### config.mk
export PLATFORM = sky130hd
export DESIGN_NAME = axis_uart_tx_arbiter
export DESIGN_NICKNAME = d
export VERILOG_FILES = /design/src/rtl/axis_uart_tx_arbiter.sv
export SDC_FILE = /design/constraint.sdc
export NUM_CORES = 1
export LEC_CHECK = 0
export CAP_MARGIN = 20
export CORE_MARGIN = 2
export CORE_UTILIZATION = 30
export CTS_BUF_LIST = sky130_fd_sc_hd__clkbuf_8
export DETAILED_ROUTE_END_ITERATION = 12
export GPL_ROUTABILITY_DRIVEN = 0
export HOLD_SLACK_MARGIN = 0.02
export SKIP_CTS_REPAIR_TIMING = 1
export SLEW_MARGIN = 20
export SYNTH_ARGS = -nofsm -noshare
export SYNTH_HDL_FRONTEND = slang
export SYNTH_SLANG_ARGS = --single-unit
export TNS_END_PERCENT = 20
### constraint.sdc
create_clock -name aclk -period 2.3 [get_ports aclk]
set_clock_uncertainty 0.15 [all_clocks]
set_input_delay 0.575 -clock aclk [delete_from_list [all_inputs] [get_ports aclk]]
set_output_delay 0.575 -clock aclk [all_outputs]
set_load 0.1 [all_outputs]
### src/rtl/axis_uart_tx_arbiter.sv
// Frame-locked round-robin arbiter sharing one UART TX byte stream between N_SRC producers.
// Define UART_ARB_HDR_EN to prefix every granted frame with a header byte 8'hA0 | grant_id.
module axis_uart_tx_arbiter #(
  parameter int unsigned N_SRC   = 4,
  parameter int unsigned TIMEOUT = 1024
) (
  input  logic               aclk,
  input  logic               aresetn,
  input  logic [N_SRC*8-1:0] s_tdata,
  input  logic [N_SRC-1:0]   s_tvalid,
  input  logic [N_SRC-1:0]   s_tlast,
  output logic [N_SRC-1:0]   s_tready,
  output logic [7:0]         m_tdata,
  output logic               m_tvalid,
  output logic               m_tlast,
  input  logic               m_tready,
  output logic [3:0]         grant_id,
  output logic               busy,
  output logic               err_timeout
);

  localparam int unsigned IdxW = (N_SRC > 1) ? $clog2(N_SRC) : 1;
  localparam int unsigned CntW = (TIMEOUT > 1) ? $clog2(TIMEOUT + 1) : 1;
  localparam logic [IdxW:0]   NSrc       = (IdxW + 1)'(N_SRC);
  localparam logic [IdxW-1:0] LastIdx    = IdxW'(N_SRC - 1);
  localparam logic [CntW-1:0] TimeoutVal = CntW'(TIMEOUT);

  typedef enum logic [1:0] {
    StIdle,
`ifdef UART_ARB_HDR_EN
    StHdr,
`endif
    StData
  } state_e;

  state_e          state_q, state_d;
  logic [IdxW-1:0] grant_q, grant_d;
  logic [IdxW-1:0] last_grant_q, last_grant_d;
  logic [CntW-1:0] cnt_q, cnt_d;
  logic            err_q, err_d;
  logic            m_tvalid_q, m_tvalid_d;
  logic [7:0]      m_tdata_q, m_tdata_d;
  logic            m_tlast_q, m_tlast_d;

  logic            out_free;
  logic            load;
  logic [7:0]      load_data;
  logic            load_last;
  logic            rr_found;
  logic [IdxW-1:0] rr_pick;
  logic [IdxW:0]   rr_cand;

  always_comb begin
    state_d      = state_q;
    grant_d      = grant_q;
    last_grant_d = last_grant_q;
    cnt_d        = cnt_q;
    err_d        = 1'b0;
    s_tready     = '0;
    load         = 1'b0;
    load_data    = '0;
    load_last    = 1'b0;
    rr_found     = 1'b0;
    rr_pick      = '0;
    rr_cand      = '0;
    // The output register can take a byte when empty or draining this cycle.
    out_free     = !m_tvalid_q || m_tready;

    // First requester searching upward from last_grant+1, wrapping at N_SRC.
    for (int unsigned i = 1; i <= N_SRC; i++) begin
      rr_cand = (IdxW + 1)'(last_grant_q) + (IdxW + 1)'(i);
      if (rr_cand >= NSrc) rr_cand = rr_cand - NSrc;
      if (!rr_found && s_tvalid[rr_cand[IdxW-1:0]]) begin
        rr_found = 1'b1;
        rr_pick  = rr_cand[IdxW-1:0];
      end
    end

    unique case (state_q)
      StIdle: begin
        cnt_d = '0;
        if (rr_found) begin
          grant_d = rr_pick;
`ifdef UART_ARB_HDR_EN
          state_d = StHdr;
`else
          state_d = StData;
`endif
        end
      end
`ifdef UART_ARB_HDR_EN
      StHdr: begin
        cnt_d = '0;
        if (out_free) begin
          load      = 1'b1;
          load_data = 8'hA0 | 8'(grant_q);
          load_last = 1'b0;
          state_d   = StData;
        end
      end
`endif
      StData: begin
        s_tready[grant_q] = out_free;
        if (s_tvalid[grant_q] && out_free) begin
          load      = 1'b1;
          load_data = s_tdata[{grant_q, 3'b000} +: 8];
          load_last = s_tlast[grant_q];
          cnt_d     = '0;
          if (s_tlast[grant_q]) begin
            last_grant_d = grant_q;
            state_d      = StIdle;
          end
        end else if (!s_tvalid[grant_q]) begin
          // Only producer starvation counts; output backpressure never does.
          cnt_d = cnt_q + 1'b1;
          if ((TIMEOUT != 0) && (cnt_d == TimeoutVal)) begin
            err_d        = 1'b1;
            last_grant_d = grant_q;
            cnt_d        = '0;
            state_d      = StIdle;
          end
        end
      end
      default: state_d = StIdle;
    endcase

    m_tvalid_d = m_tvalid_q;
    m_tdata_d  = m_tdata_q;
    m_tlast_d  = m_tlast_q;
    if (load) begin
      m_tvalid_d = 1'b1;
      m_tdata_d  = load_data;
      m_tlast_d  = load_last;
    end else if (m_tready) begin
      m_tvalid_d = 1'b0;
    end
  end

  always_ff @(posedge aclk) begin
    if (!aresetn) begin
      state_q      <= StIdle;
      grant_q      <= '0;
      last_grant_q <= LastIdx;
      cnt_q        <= '0;
      err_q        <= 1'b0;
      m_tvalid_q   <= 1'b0;
      m_tdata_q    <= '0;
      m_tlast_q    <= 1'b0;
    end else begin
      state_q      <= state_d;
      grant_q      <= grant_d;
      last_grant_q <= last_grant_d;
      cnt_q        <= cnt_d;
      err_q        <= err_d;
      m_tvalid_q   <= m_tvalid_d;
      m_tdata_q    <= m_tdata_d;
      m_tlast_q    <= m_tlast_d;
    end
  end

  assign m_tvalid    = m_tvalid_q;
  assign m_tdata     = m_tdata_q;
  assign m_tlast     = m_tlast_q;
  assign grant_id    = 4'(grant_q);
  assign busy        = (state_q != StIdle);
  assign err_timeout = err_q;

endmodule
==> summary.txt <==
Critical path
  – Critical path class: input pin to flop
  – Crit path capture type: flop
  – Crit path DAT: 2.32 ns
  – Worst path required time: approximately 2.4 ns
  – Crit-path max FO: 6
  – R2R Setup Slk: 0.13 ns
  – Startpoint Class: input pin

Route
  – DRC: 0
  – Initial DRC count: 87
  – Via count: ~1,700
  – Final ANT Viol Nets: 0
  – Drt first pass iters: 4
  – WL per Instance: around 13 um
  – Via-to-Cell Ratio: 5.14
  – Routed WL: 4.51 mm

Logic synthesis
  – Post-synthesis simple-gate area fraction: 0.255
  – Avg Inst Size Synth: 9.11 sq um
  – Netlist cell types: 46
  – Mapped Area: 0.00170 sq mm
  – Largest family of logic cells by synthesized area: simple AND/OR/NAND/NOR gates
  – Xor and xnor fraction of the mapped netlist area: 0.0103
  – Mux contribution to synthesized area: 0.205
  – Ys Warns: 0
  – Post-synthesis compound-gate area fraction: 0.148
  – Async S/R FF share, synth: 0
  – Post-synthesis sequential area ratio: 0.319
  – Synth Area in Adders: 0.00738
  – Post-synth top flop: dfxtp_1
  – Post-synth EDFFs: 0
  – Synth Register Bits: 27
  – Syn Inst Count: 186

Global route
  – Global-route wire length before repair: a little under 8 mm
  – Initial antenna violation count: 0
  – Vias in the first global route: roughly 1,700
  – GRT Total Usage: 0.154
  – Overflow after GRT: 0
  – Largest net degree at the start of global routing: 19

CTS
  – Sink Count: 27
  – Total CTS buffers: 3
  – Worst skew pair latency: around 0.28 ns
  – H-tree depth: 1
  – Reg clk slew, reported paths: 0.10 ns
  – Clock Root Buffer: clkbuf_8
  – CTS tree: yes
  – CTS Buffer Depth: 2

Floorplan
  – Die Width: 79.2 um
  – Chip Height: 79.2 um
  – DIE AREA: 0.00627 sq mm
  – Ports: 63
  – Standard-cell rows: 27
  – Initial Utilization: 0.310
  – Core footprint: between 0.005 and 0.006 sq mm

STA
  – Slew Viols, Final: 0
  – Setup violators final: 0
  – Tcrit/Tclk final: 0.984
  – Fmax: around 0.44 GHz
  – Final Worst Setup Slack: 0.0357 ns
  – Final Hold Vio Count: 0
  – Fin crit period: roughly 2.3 ns
  – RSZ-0062 raised after global routing: true

Power and ir drop
  – PwrDens: 519 mW/mm^2
  – Leak pwr: 1.04 nW
  – VDD IR-drop max: 0.253 mV
  – Tot Pwr: 1.41 mW

Layout
  – Synth-to-Final Area Change: 60.4%
  – Commonest non-fill, non-tap cell in the layout: clkdlybuf4s50_1
  – Most frequent cells in the layout: 41 x clkdlybuf4s50_1, 36 x buf_4, 23 x dfxtp_1
  – # nets final: 312
  – Layout cell share with drive strength beyond 1: 0.307
  – Post-Layout Inst Area: 0.00272 sq mm
  – Antenna cells: 0

Status
  – Status: complete, no violations

Place
  – Post-DP HPWL: 3.56 mm
  – Area after DPL: 0.00264 sq mm
  – Place WS: -0.278 ns
  – Port Buf Inserts: 60

Min path
  – Hold crit path type: flop to flop

Flow run
  – Max-cap violation count: 0
-- flip-flops by register name (all words and copies together), names as in the netlist --
register,count
m_tlast,1
cnt_q,11
m_tdata,8
state_q,1
grant_q,2
last_grant_q,2
err_timeout,1
m_tvalid,1
-- cell usage after synthesis (3+ instances only) --
library cell	n	share of area
nor3_1	3	0.0089
a21oi_1	3	0.0089
inv_1	8	0.018
a41oi_1	5	0.026
mux2i_1	10	0.059
dfxtp_1	27	0.32
o21ai_0	6	0.018
a31oi_1	9	0.033
nand3_1	6	0.018
mux4_2	11	0.15
nor2b_1	15	0.055
and3_1	6	0.022
nand4_1	3	0.011
nand2b_1	3	0.011
nor2_1	12	0.027
clkbuf_1	5	0.011
nand2_1	20	0.044
o221ai_1	3	0.016
-- layer usage --
metal	wire [um]	GRT usage
met2	2280	0.282
met1	1890	0.183
met5	0	0
met4	25	0.0310
met3	305	0.0364
-- critical path: stages --
cell and delay (ns):
clkdlybuf4s50_1 0.43, mux4_2 0.51, nand2_2 0.11, nand4_1 0.19, a21oi_4 0.26, nand2b_1 0.08, a31oi_1 0.17
-- final timing paths --
path,startpoint,cells after the start,endpoint
hold reg to reg,cnt_q[10]$_SDFFE_PN0P_,1,cnt_q[10]$_SDFFE_PN0P_
setup / recovery,s_tvalid[3],7,cnt_q[5]$_SDFFE_PN0P_
setup reg to reg,cnt_q[0]$_SDFFE_PN0P_,7,last_grant_q[1]$_SDFFE_PN1P_
hold / removal,cnt_q[10]$_SDFFE_PN0P_,1,cnt_q[10]$_SDFFE_PN0P_
-- power by group --
part	internal (mW)	switching, mW
Clock	0.128	0.164
Combinational	0.256	0.343
Sequential	0.492	0.0287
Total	0.876	0.536
-- kinds of logic after synthesis --
logic type / Yosys count
buf+inv: 18
compound gates: 36
other cells: 1
flops: 27
simple gates: 80
mux: 21
xor+xnor: 2
fa+ha+maj: 1
-- cell type report --
cell class / count / area, sq um
inverters: 8 / 30.0
multi-input cells: 142 / 1140
well taps: 72 / 90.1
clock buffers: 3 / 41.3
repair buffers: 86 / 853
flip-flops and latches: 27 / 553
fillers: 554 / 2750
clock inverters: 1 / 8.76
-- stage by stage --
step                       util  setup TNS (ns)  hold WS [ns]  instances
after floorplan               -         -0.0339         0.305        187
after CTS                 0.491          -0.508         0.358        339
after global placement    0.481           -4.22         0.326        335
final                     0.497               0         0.376        339
after global routing      0.497          -0.474         0.415        339
after detailed placement  0.481           -4.78         0.337        335
Power figures use the tool's default switching activity.
